$ cat src/rtl/bit_adder_pkg.sv
// rtl/bit_adder_pkg.sv - shared constants and helpers for the registered ripple-carry adder
//
// Purpose: default operand width, the legal width range, the carry-flag
// bundle registered by the top level, and the signed-overflow helper.
package bit_adder_pkg;

    localparam int BIT_ADDER_DEFAULT_WIDTH = 4;
    localparam int BIT_ADDER_MIN_WIDTH     = 2;
    localparam int BIT_ADDER_MAX_WIDTH     = 32;

    // Carry-visibility flags presented alongside the sum.
    typedef struct packed {
        logic cout;  // carry out of the MSB
        logic c3;    // carry into the MSB
        logic ovf;   // signed overflow
    } bit_adder_flags_t;

    // Signed overflow occurs exactly when the carry into the MSB differs from
    // the carry out of it.
    function automatic logic signed_ovf(input logic carry_out, input logic carry_msb);
        return carry_out ^ carry_msb;
    endfunction

    // Build the flag bundle from the two carry taps of the ripple chain.
    function automatic bit_adder_flags_t make_flags(input logic carry_out, input logic carry_msb);
        bit_adder_flags_t f;
        f.cout = carry_out;
        f.c3   = carry_msb;
        f.ovf  = signed_ovf(carry_out, carry_msb);
        return f;
    endfunction

endpackage

$ cat src/rtl/bit_adder_full_adder.sv
// rtl/bit_adder_full_adder.sv - one-bit full adder cell of the ripple chain
//
// Purpose: purely combinational 1-bit full adder.
// Ports:
//   a, b  operand bits
//   ci    carry in
//   s     sum bit
//   co    carry out (majority of a, b, ci)
module full_adder (
    input  logic a,
    input  logic b,
    input  logic ci,
    output logic s,
    output logic co
);

    assign s  = a ^ b ^ ci;
    assign co = (a & b) | (a & ci) | (b & ci);

endmodule

$ cat src/rtl/bit_adder.sv
// rtl/bit_adder.sv - registered ripple-carry adder with carry and overflow visibility
//
// Purpose: adds two WIDTH-bit unsigned operands plus a carry-in through a
// chain of full_adder cells and registers sum, carry-out, carry into the MSB
// and signed overflow one clock after a qualified input.
// Ports:
//   clk        clock, rising edge
//   rst_n      asynchronous active-low reset
//   IN_VALID   qualifies A, B, CIN this cycle
//   A, B       WIDTH-bit unsigned operands
//   CIN        carry into bit 0
//   S          registered sum, (A+B+CIN) mod 2^WIDTH
//   COUT       registered carry out of bit WIDTH-1
//   C3         registered carry into bit WIDTH-1
//   OVF        registered signed overflow, COUT ^ C3
//   OUT_VALID  one-cycle pulse marking a new result
module bit_adder
    import bit_adder_pkg::*;
#(
    parameter int WIDTH = BIT_ADDER_DEFAULT_WIDTH
) (
    input  logic             clk,
    input  logic             rst_n,
    input  logic             IN_VALID,
    input  logic [WIDTH-1:0] A,
    input  logic [WIDTH-1:0] B,
    input  logic             CIN,
    output logic [WIDTH-1:0] S,
    output logic             COUT,
    output logic             C3,
    output logic             OVF,
    output logic             OUT_VALID
);

    localparam int MSB = WIDTH - 1;

    // Ripple chain: carry[i] is the carry into bit i; carry[WIDTH] leaves the MSB.
    logic [WIDTH:0]   carry;
    logic [WIDTH-1:0] sum;

    assign carry[0] = CIN;

    for (genvar i = 0; i < WIDTH; i++) begin : g_chain
        full_adder u_fa (
            .a  (A[i]),
            .b  (B[i]),
            .ci (carry[i]),
            .s  (sum[i]),
            .co (carry[i+1])
        );
    end

    bit_adder_flags_t flags_now;
    assign flags_now = make_flags(carry[WIDTH], carry[MSB]);

    // Output registers and the valid flop.
    logic [WIDTH-1:0]  sum_q,   sum_d;
    bit_adder_flags_t  flags_q, flags_d;
    logic              valid_q, valid_d;

    // Result registers only load on a qualified input; otherwise they hold so
    // the last result stays visible after OUT_VALID drops.
    always_comb begin
        sum_d   = sum_q;
        flags_d = flags_q;
        valid_d = IN_VALID;
        if (IN_VALID) begin
            sum_d   = sum;
            flags_d = flags_now;
        end
    end

    always_ff @(posedge clk or negedge rst_n) begin
        if (!rst_n) begin
            sum_q   <= '0;
            flags_q <= '0;
            valid_q <= 1'b0;
        end else begin
            sum_q   <= sum_d;
            flags_q <= flags_d;
            valid_q <= valid_d;
        end
    end

    assign S         = sum_q;
    assign COUT      = flags_q.cout;
    assign C3        = flags_q.c3;
    assign OVF       = flags_q.ovf;
    assign OUT_VALID = valid_q;

endmodule

$ cat config.mk
export PLATFORM = sky130hd
export DESIGN_NAME = bit_adder
export DESIGN_NICKNAME = d
export VERILOG_FILES = /design/src/rtl/bit_adder_pkg.sv /design/src/rtl/bit_adder_full_adder.sv /design/src/rtl/bit_adder.sv
export SDC_FILE = /design/constraint.sdc
export NUM_CORES = 1
export LEC_CHECK = 0
export ABC_AREA = 1
export BUFFER_PORTS_ARGS = -buffer_cell sky130_fd_sc_hd__buf_2
export CORE_AREA = 3 3 40 42
export DETAILED_ROUTE_END_ITERATION = 12
export DIE_AREA = 0 0 43 45
export GPL_TIMING_DRIVEN = 0
export PLACE_DENSITY_LB_ADDON = 0.3
export SETUP_SLACK_MARGIN = 0.3
export SLEW_MARGIN = 20
export SYNTH_ARGS = -nofsm -noshare
export SYNTH_HDL_FRONTEND = slang
export SYNTH_SLANG_ARGS = --single-unit
$ cat constraint.sdc
create_clock -name clk -period 0.84 [get_ports clk]
set_clock_uncertainty 0.15 [all_clocks]
set_input_delay 0.168 -clock clk [delete_from_list [all_inputs] [get_ports clk]]
set_output_delay 0.168 -clock clk [all_outputs]
set_load 0.01 [all_outputs]
Yosys cells after proc, flatten, opt, wreduce, memory -nomap -nowiden --
Index checks and enable logic that the tools add are counted.
Storage, ports and cells: bits in registers 8, input bits 12, output and inout bits 8, logic and storage cells 34
Cells by class: bitwise gates (word level) 29
Operators with widths (number):
- bitwise AND 1 bit | 12
- XOR 1 bit | 9
- bitwise OR 1 bit | 8

Logic depth before layout (Yosys ltp) --
Gate-level depths: netlist (run 1).
depth after elaboration 13, depth in mapped cells 10, depth with buffers taken out 10

Modules after synthesis --
A second synthesis (run 1) with hierarchy kept.
Second synthesis, totals: cell total of the unflattened synthesis 35, area total of the unflattened synthesis 376.6 sq um
By module, submodules not included:
- bit_adder | times used 1, cells each 31, area each 296.5 sq um, seq. area each 200.2 sq um
- full_adder | times used 4, cells each 1, area each 20.0 sq um, seq. area each 0.0 sq um

Least setup slack after synthesis (run 1) --
No wires, ideal clock.
path kind input -> register, start input port A[0], end register sum_q[3], in the netlist S[3], library setup time 0.074 ns, arrival time 1.844 ns, data required time 0.616 ns, setup slack -1.228 ns, stages 8, buffers on the path 0, cells stage by stage inv_1 -> fa_1 -> inv_1 -> fa_1 -> fa_1 -> inv_1 -> fa_1 -> o21ai_2
RTL lines:
- start, declared | line bit_adder.sv:25 | input logic [WIDTH-1:0] A,
- end signal, assigned | line bit_adder.sv:79 | sum_q <= sum_d;
- end, declared | line bit_adder.sv:57 | logic [WIDTH-1:0] sum_q, sum_d;

==> impl_metrics.tcl, run 1 <==
set metrics [dict create \
    synth_cells 40 \
    p_sw_share_pct 29.11 \
    initial_core_util_pct 33.01 \
    reg2reg_depth 4 \
    seq_power_share_pct 39.8 \
    viasPerCell 4.448 \
    ys_seq_elements 8 \
    hold_path_class "in2async" \
    synth_area_leaders "dfrtp_1 (47%), fa_1 (19%), nand2_1 (8.8%)" \
    worst_ep_arrival_time_ps 1870 \
    grt.met2_usage_pct 16.47 \
    setup_viol 15 \
    critical-path-max-stage-delay_ps 430 \
    period_share_pct 219.0 \
    cts_tree "yes" \
    io_pins 20 \
    io_buffers 19 \
    outcome "finished with violations" \
    detailed_place_hpwl_um 626.3 \
    met1_usage_pct 12.18 \
    drv_cap 0 \
    p_sw_uw 342.2 \
    regToRegEndpoint "S[1]$_DFFE_PN0P_" \
    via_count 387 \
    ys_types 10 \
    synth_top_area_cell "dfrtp_1" \
    final_hold_viol_count 9 \
    crit_slowest_cell "fa_2" \
    peakVddDrop_mv 0.6281 \
    p_clk_share_pct 24.6 \
    clkTransAtPathRegs_ps 50 \
    place_area_um2 565.5 \
    finish.utilization_pct 55.50 \
    grt_util_met3_pct 3.187 \
    track_usage_pct 11.19 \
    die_h_um 45 \
    fin_area_um2 713.2 \
    synth_top_family_by_area "adder cells" \
    path_cells "buf_6 -> inv_4 -> fa_2 -> inv_2 -> fa_2 -> fa_2 -> inv_2 -> fa_2 -> o21ai_2" \
    syn_area_um2 424.2 \
    cts_max_level 1 \
    synth.avg_cell_area_um2 10.60 \
    rsz0062_at_grt "yes" \
    post-place-ws_ps -1383 \
    die_area_um2 1935 \
    crit_fanout 2 \
    postRouteAntennaNets 0 \
    fmax_mhz 543.6 \
    grt_pass1_vias 352 \
    relSlewSlack_pct 88.25 \
    startpoint_type "primary input" \
    grt_max_degree 11 \
    clockRootBuffer "clkbuf_4" \
    finalSetupTns_ps -6369 \
    grt_pass1_wl_mm 1.469 \
    muxShareOfSynthArea_pct 0 \
    final_max_slew_viol_count 0 \
    seq_area_frac_synth_pct 47.20 \
    drc_errors 0 \
    layout_setup_ws_ps -999.7 \
    routedWlPerCell_um 11.05 \
    grt-busiest-layer "met2" \
    pwr-share-comb_pct 35.6 \
    cts_buffer_depth 2 \
    min_period_ps 1840 \
    core_area_um2 1285 \
    synth-xor-area-share_pct 0 \
    worstReg2RegStart "S[1]$_DFFE_PN0P_" \
    regToRegSetupSlack_ps -140 \
    cp-end-kind "flip-flop" \
    yosys.area_share.simple_pct 15.04 \
    synth-compound-area-share_pct 8.260 \
    nets 90 \
    grt_antenna_before_repair 0 \
    diodes 0 \
    synthAdderAreaFrac_pct 18.88 \
    crit_type "in2reg" \
    violations "negative hold slack, negative setup slack" \
    layout-drive-gt1-share_pct 73.61 \
    worst_slew_pin_slew_ps 176.2 \
    grt-ovfl-total 0 \
    drt_iter0_drc 2 \
    syn_nets 56 \
    worst_path_most_repeated_cell "fa_2" \
    synth_top_area_share_pct 47.20 \
    p_per_area_nw_per_um2 1648 \
    globalplace.congestion 0.6469 \
    p_int_uw 833.2 \
    p_total_uw 1175 \
    totalWireLength_um 961 \
    holdWs_ps -406.0 \
    syn2layout_area_growth_pct 68.14 \
    power_leakage_uw 0.0003766 \
    dr.pass1.iters 3 \
    clk_latency_ps 250 \
    clock-sinks 8 \
    die_w_um 43 \
    rows 13 \
    yosysWarningCount 0 \
    numCtsBuffers 3 \
    worst_ep_required_time_ps 870 \
]
==> layer usage <==
layer / part of all wire (%) / vias to the layer above
li1: - / 184
met1: 38 / 181
met2: 49 / 18
met3: 8.7 / 4
met4: 3.7 / 0
met5: 0 / -
==> sequential cells by signal (all words and copies together) (netlist names) <==
signal,flops
C3,1
COUT,1
OUT_VALID,1
OVF,1
S,4
==> cell families (layout without fill, tap and decap cells) <==
| family | count (synthesis) | after routing |
|---|---|---|
| simple gates | 14 | 14 |
| compound gates | 4 | 4 |
| fa+ha+maj | 4 | 4 |
| buf+inv | 10 | 42 |
| flops | 8 | 8 |
==> layout make-up <==
type	instances	area (um2)
Fill cell	115	571.8
Buffer	1	11.26
Timing Repair Buffer	29	205.2
Sequential cell	8	200.2
Clock buffer	3	22.52
Inverter	9	53.80
Tap cell	15	18.77
Multi-Input combinational cell	22	201.4
==> how the worst max path moves through the flow <==
stage | from | endpoint | slack, ps
final | CIN | S[3]$_DFFE_PN0P_ | -1000
after global routing | CIN | S[3]$_DFFE_PN0P_ | -1050
after CTS | CIN | S[3]$_DFFE_PN0P_ | -1010
after detailed placement | A[0] | S[3]$_DFFE_PN0P_ | -1380
after global placement | A[0] | S[3]$_DFFE_PN0P_ | -1360
after floorplan | A[0] | S[3]$_DFFE_PN0P_ | -1130
==> synth_stat cells, drive strengths merged <==
| cell type | count |
|---|---|
| nand3 | 3 |
| buf | 1 |
| o21ai | 4 |
| fa | 4 |
| nand2 | 11 |
| dfrtp | 8 |
| inv | 9 |
==> power groups by stage <==
| stage | combinational (uW) | sequential [uW] | clock (uW) |
|---|---|---|---|
| 3_5_place_dp | 288 | 477 | 0 |
| 3_3_place_gp | 284 | 473 | 0 |
| 2_1_floorplan | 137 | 503 | 0 |
| 5_1_grt | 460 | 475 | 320 |
| 6_report | 419 | 467 | 289 |
| 4_1_cts | 358 | 467 | 301 |
==> worst max-delay path, delay by kind of cell <==
kind,cells,cell delay (ps)
compound gates,1,110
fa+ha+maj,4,1340
buf+inv,4,260
==> stage by stage <==
stage | std cells | hold slack (ps)
final | 87 | -406.0
after global routing | 87 | -403.4
after CTS | 83 | -406.5
after detailed placement | 74 | -134.1
after global placement | 74 | -134.4
after floorplan | 40 | -277.6
==> what timing repair did <==
| item | CTS | global route |
|---|---|---|
| resized for setup | 6 | 8 |
| pin swaps | 6 | 3 |
| endpoints found under the hold margin | 9 | 9 |
| setup buffers | 6 | 4 |
| endpoints found under the setup margin | 15 | 15 |
==> layout by cell type (no fill, tap or decap), drive strengths merged <==
cell	instances
inv	9
clkbuf	3
dfrtp	8
nand3	3
o21ai	4
buf	30
nand2	11
fa	4
Power figures use the tool's default switching activity.
==> inputs of run 2 (changes only) <==
- RECOVER_POWER: default -> 25
==> run 2 against run 1 <==
  * Cell count is the same
  * Final area shrank 0.18%
  * Clock power is essentially flat
  * Critical path type unchanged
  * Largest cell class unchanged
  * Sequential power is essentially flat
  * The run still ends with negative hold slack, negative setup slack left
==> impl_metrics.tcl, run 2 (synthesized netlist as in run 1, its figures left out) <==
set metrics [dict create \
    layout_common_cells "buf_2 (15), nand2_1 (9), dfrtp_1 (8), buf_4 (8), buf_6 (5)" \
    clkTransAtPathRegs_ps 50 \
    p_sw_share_pct 29.13 \
    cp-startpoint "CIN" \
    rows 13 \
    startpoint_type "primary input" \
    regToRegSetupSlack_ps -140 \
    die_area_um2 1935 \
    final_hold_viol_count 9 \
    syn2layout_area_growth_pct 67.85 \
    fmax_mhz 543.6 \
    final_max_slew_viol_count 0 \
    final_cells 87 \
    min_period_ps 1840 \
    clock-sinks 8 \
    worstReg2RegStart "S[1]$_DFFE_PN0P_" \
    detailed_place_hpwl_um 626.3 \
    dr.pass1.iters 3 \
    p_clk_share_pct 24.6 \
    routed.top_layer "met4" \
    final_common_cell "buf_2" \
    numCtsBuffers 3 \
    period_share_pct 219.0 \
    setup_viol 15 \
    grt_pass1_wl_mm 1.469 \
    rsz0062_at_grt "yes" \
    p_per_area_nw_per_um2 1650 \
    die_h_um 45 \
    diodes 0 \
    regToRegEndpoint "S[1]$_DFFE_PN0P_" \
    outcome "finished with violations" \
    hold_path_class "in2async" \
    p_sw_uw 342.1 \
    cts_buffer_depth 2 \
    cts_max_level 1 \
    violations "negative hold slack, negative setup slack" \
    postRouteAntennaNets 0 \
    critPathTopFamily "adder cells" \
    viasPerCell 4.448 \
    initial_core_util_pct 33.01 \
    critical-path-max-stage-delay_ps 430 \
    post-place-ws_ps -1383 \
    grt_pass1_vias 352 \
    cp-end-kind "flip-flop" \
    die_w_um 43 \
    relSlewSlack_pct 72.50 \
    crit_slowest_cell "fa_2" \
    io_pins 20 \
    clk_latency_ps 250 \
    power_leakage_uw 0.0003738 \
    nets 90 \
    drv_cap 0 \
    pwr-share-comb_pct 35.6 \
    grt_antenna_before_repair 0 \
    crit_fanout 2 \
    largest_reg_flops 4 \
    dr_wl_met3_um 83 \
    worst_ep_required_time_ps 870 \
    peakVddDrop_mv 0.6280 \
    drt_iter0_drc 2 \
    holdWs_ps -334.7 \
    path_buf_inv 4 \
    n_fill_cell 116 \
    globalplace.congestion 0.6469 \
    worst_slew_pin_slew_ps 412.6 \
    finish.utilization_pct 55.40 \
    io_buffers 19 \
    seq_power_share_pct 39.8 \
    totalWireLength_um 959 \
    dp_cells 74 \
    via_count 387 \
    track_usage_pct 11.19 \
    core_area_um2 1285 \
    worst_ep_arrival_time_ps 1870 \
    reg2reg_depth 4 \
    path_cells "buf_6 -> inv_4 -> fa_2 -> inv_2 -> fa_2 -> fa_2 -> inv_2 -> fa_2 -> o21ai_2" \
    drc_errors 0 \
    grt-ovfl-total 0 \
    layout-drive-gt1-share_pct 72.22 \
    endpoint "S[3]$_DFFE_PN0P_" \
    met1Wirelength_um 363 \
    cp_num_cells 9 \
    cts_tree "yes" \
    layout_setup_ws_ps -999.7 \
    worst_path_most_repeated_cell "fa_2" \
    finalSetupTns_ps -6369 \
    grt_max_degree 11 \
    clockRootBuffer "clkbuf_4" \
    routedWlPerCell_um 11.02 \
    wl_met2_um 475 \
    p_int_uw 832.4 \
    crit_type "in2reg" \
]
## run 2: repair_timing
item / CTS / global route
hold endpoints to repair: 9 / 9
buffers inserted: 6 / 4
endpoints found under the setup margin: 15 / 15
pin swaps: 6 / 3
gates resized for setup: 6 / 8
## run 2: worst min path at each step
| stage | end | cells after the start | slack [ps] | from |
|---|---|---|---|---|
| finish | C3$_DFFE_PN0P_ | 1 | -330 | rst_n |
| CTS | C3$_DFFE_PN0P_ | 1 | -410 | rst_n |
| global route | OVF$_DFFE_PN0P_ | 1 | -300 | rst_n |
| detailed placement | OUT_VALID$_DFF_PN0_ | 1 | -130 | rst_n |
| floorplan | C3$_DFFE_PN0P_ | 0 | -280 | rst_n |
| global placement | OUT_VALID$_DFF_PN0_ | 1 | -130 | rst_n |
## run 2: layer usage
| layer | up-vias | track usage, % |
|---|---|---|
| li1 | 184 | - |
| met1 | 181 | 12.18 |
| met2 | 18 | 16.47 |
| met3 | 4 | 3.187 |
| met4 | 0 | 12.65 |
| met5 | - | 0 |
## run 2: area by class of cell
type | instances | area, um2 | area share (%)
buffer | 1 | 11.26 | 1.582
clock buffer | 3 | 22.52 | 3.163
inverter | 9 | 53.80 | 7.557
multi-input combinational | 22 | 201.4 | 28.30
sequential | 8 | 200.2 | 28.12
tap | 15 | 18.77 | 2.636
timing repair buffer | 29 | 203.9 | 28.65
## run 2: through the flow
| step | area (um2) | total power, uW |
|---|---|---|
| detailed placement | 565.5 | 764.8 |
| global route | 711.9 | 1254 |
| CTS | 654.4 | 1126 |
| global placement | 565.5 | 756.9 |
| finish | 711.9 | 1175 |
| floorplan | 451.7 | 639.6 |
## run 2: power by group through the flow
stage	Sequential, uW	Combinational [uW]	Clock, uW
2_1_floorplan	503	137	0
3_3_place_gp	473	284	0
3_5_place_dp	477	288	0
4_1_cts	467	358	301
5_1_grt	475	460	320
6_report	467	418	289
==> inputs of run 3 (changes only) <==
- ABC_AREA: 1 -> 0
==> run 3 against run 2 <==
  * The run still ends with negative hold slack, negative setup slack left
  * Register-to-register slack got worse by 50 ps
  * Worst setup slack worse by 45 ps
  * Final area fell by 7.0%
  * Power is 2.6% higher
  * Via count decreased by 17%
  * Hold slack improved by 13 ps
  * Count of clock-buffer cells in the layout unchanged
  * Fmax is 2.4% lower
  * First-iteration DRC count shrank 50%
  * Critical endpoint is now OVF$_DFFE_PN0P_
  * Largest cell class is now flip-flops and latches
==> impl_metrics.tcl, run 3 <==
set metrics [dict create \
    rsz0062_at_grt "yes" \
    worst_ep_arrival_time_ps 1860 \
    io_buffers 19 \
    core_area_um2 1285 \
    clock-sinks 8 \
    diodes 0 \
    synth_top_area_share_pct 49.23 \
    final-seq-area_um2 200.2 \
    grt_antenna_before_repair 0 \
    grt_pass1_vias 304 \
    drc_errors 0 \
    synth_edf_count 0 \
    worst_slew_pin_slew_ps 436.4 \
    final_max_slew_viol_count 0 \
    final_common_cell "buf_2" \
    routedWlPerCell_um 10.21 \
    peakVddDrop_mv 1.423 \
    drv_cap 0 \
    multi_input_area_um2 193.9 \
    die_w_um 43 \
    syn_nets 47 \
    n_fill_cell 123 \
    syn_area_um2 406.6 \
    ys_seq_elements 8 \
    cp-end-kind "flip-flop" \
    worst_ep_required_time_ps 820 \
    grt_max_degree 10 \
    p_per_area_nw_per_um2 1821 \
    largest_reg_flops 4 \
    place_area_um2 541.8 \
    hold_path_class "in2async" \
    synth_area_leaders "dfrtp_1 (49%), fa_1 (20%), mux2_2 (8.3%)" \
    drt_iter0_drc 1 \
    ys_async_sr_fraction_pct 100.0 \
    via_count 320 \
    viasPerCell 4.267 \
    syn2layout_area_growth_pct 62.77 \
    synth_cells 31 \
    rows 13 \
    violations "negative hold slack, negative setup slack" \
    track_usage_pct 9.298 \
    grt-ovfl-total 0 \
    io_pins 20 \
    layout_setup_ws_ps -1045 \
    cts_buffer_depth 2 \
    outcome "finished with violations" \
    crit_fanout 2 \
    grt_pass1_wl_mm 1.297 \
    seq_area_frac_synth_pct 49.23 \
    min_period_ps 1885 \
    setup_viol 15 \
    synth_top_area_cell "dfrtp_1" \
    dr.pass1.iters 2 \
    postRouteAntennaNets 0 \
    die_area_um2 1935 \
    ys.flop_type "dfrtp_1" \
    crit_type "in2reg" \
    fin_area_um2 661.9 \
    die_h_um 45 \
    startpoint_type "primary input" \
    initial_core_util_pct 31.65 \
    layout-drive-gt1-share_pct 75.00 \
    holdWs_ps -321.7 \
    relSlewSlack_pct 70.90 \
    cts_tree "yes" \
    globalplace.congestion 0.6650 \
    clockRootBuffer "clkbuf_4" \
    cts_max_level 1 \
    finalSetupTns_ps -6952 \
    fmax_mhz 530.6 \
    clk_latency_ps 250 \
    totalWireLength_um 766 \
    layout_common_cells "buf_2 (14), dfrtp_1 (8), buf_6 (6), buf_4 (6)" \
    period_share_pct 224.4 \
    ys_types 10 \
    numCtsBuffers 3 \
    power_leakage_uw 0.0003392 \
    yosysWarningCount 0 \
    synth.avg_cell_area_um2 13.12 \
    clkTransAtPathRegs_ps 50 \
    final_hold_viol_count 9 \
    nets 78 \
    netlist_top_cells_count "dfrtp_1 (8), inv_1 (8), fa_1 (4)" \
]
run 3: cell types whose count changed after synthesis, sizes merged:
cell | before | now
nand2 | 11 | 0
mux2i | 0 | 1
nor2 | 0 | 2
nand3 | 3 | 0
inv | 9 | 8
mux2 | 0 | 4
o21ai | 4 | 0
xnor2 | 0 | 1
a21oi | 0 | 2
run 3: through the flow:
step	total power [uW]	setup WS (ps)	utilization, %	cells
6_report	1205	-1045	51.51	75
5_1_grt	1305	-1071	51.51	75
4_1_cts	1142	-1038	47.52	72
3_5_place_dp	801.3	-1448	42.16	65
3_3_place_gp	796.8	-1444	42.16	65
2_1_floorplan	669.9	-1232	-	31
run 3: final timing paths:
check / startpoint / end / slack (ps) / cells past startpoint
worst max-delay path: A[0] / OVF$_DFFE_PN0P_ / -1040 / 10
worst min-delay path: rst_n / OUT_VALID$_DFF_PN0_ / -320 / 1
worst max register to register: S[2]$_DFFE_PN0P_ / S[2]$_DFFE_PN0P_ / -190 / 2
worst min register to register: C3$_DFFE_PN0P_ / C3$_DFFE_PN0P_ / 370 / 1
max in group asynchronous: rst_n / OVF$_DFFE_PN0P_ / 560 / 1
min in group clk: IN_VALID / OUT_VALID$_DFF_PN0_ / -100 / 1
run 3: layout make-up:
cell class,instances,area share (%)
inverters,8,6.049
plain buffers,1,1.701
flip-flops and latches,8,30.25
repair buffers,26,26.47
clock buffers,3,3.403
multi-input cells,14,29.30
well taps,15,2.836
run 3: where the power goes:
part | internal (uW) | switching, uW | leakage [uW]
Combinational | 265 | 173 | 0.000233
Clock | 163 | 119 | 0.0000138
Sequential | 454 | 32.6 | 0.0000923
run 3: worst max-delay path, stage by stage:
cell and delay, ps:
buf_6 70, inv_4 30, fa_2 370, inv_2 60, fa_2 180, fa_2 220, inv_2 40, fa_2 340
xnor2_1 130, mux2_4 250
run 3: what timing repair did:
action / in CTS / in global routing
pin swaps: 5 / 1
buffers inserted: 4 / 3
hold endpoints to repair: 9 / 9
endpoints found under the setup margin: 15 / 15
gates resized for setup: 4 / 8
run 3: per-layer routing:
metal  global-route usage (%)  wire (um)
met5                        0          0
met4                        0          0
met3                    8.367         88
met2                    13.77        405
met1                    10.83        273
run 3: logic make-up after synthesis:
group / after synthesis / share of synthesized area (%)
buffers and inverters: 9 / 10.15
flip-flops: 8 / 49.23
multiplexers: 5 / 14.46
adder cells (fa/ha/maj): 4 / 19.69
AO/OA/AOI/OAI: 2 / 2.462
AND/OR/NAND/NOR: 2 / 1.847
XOR/XNOR: 1 / 2.154
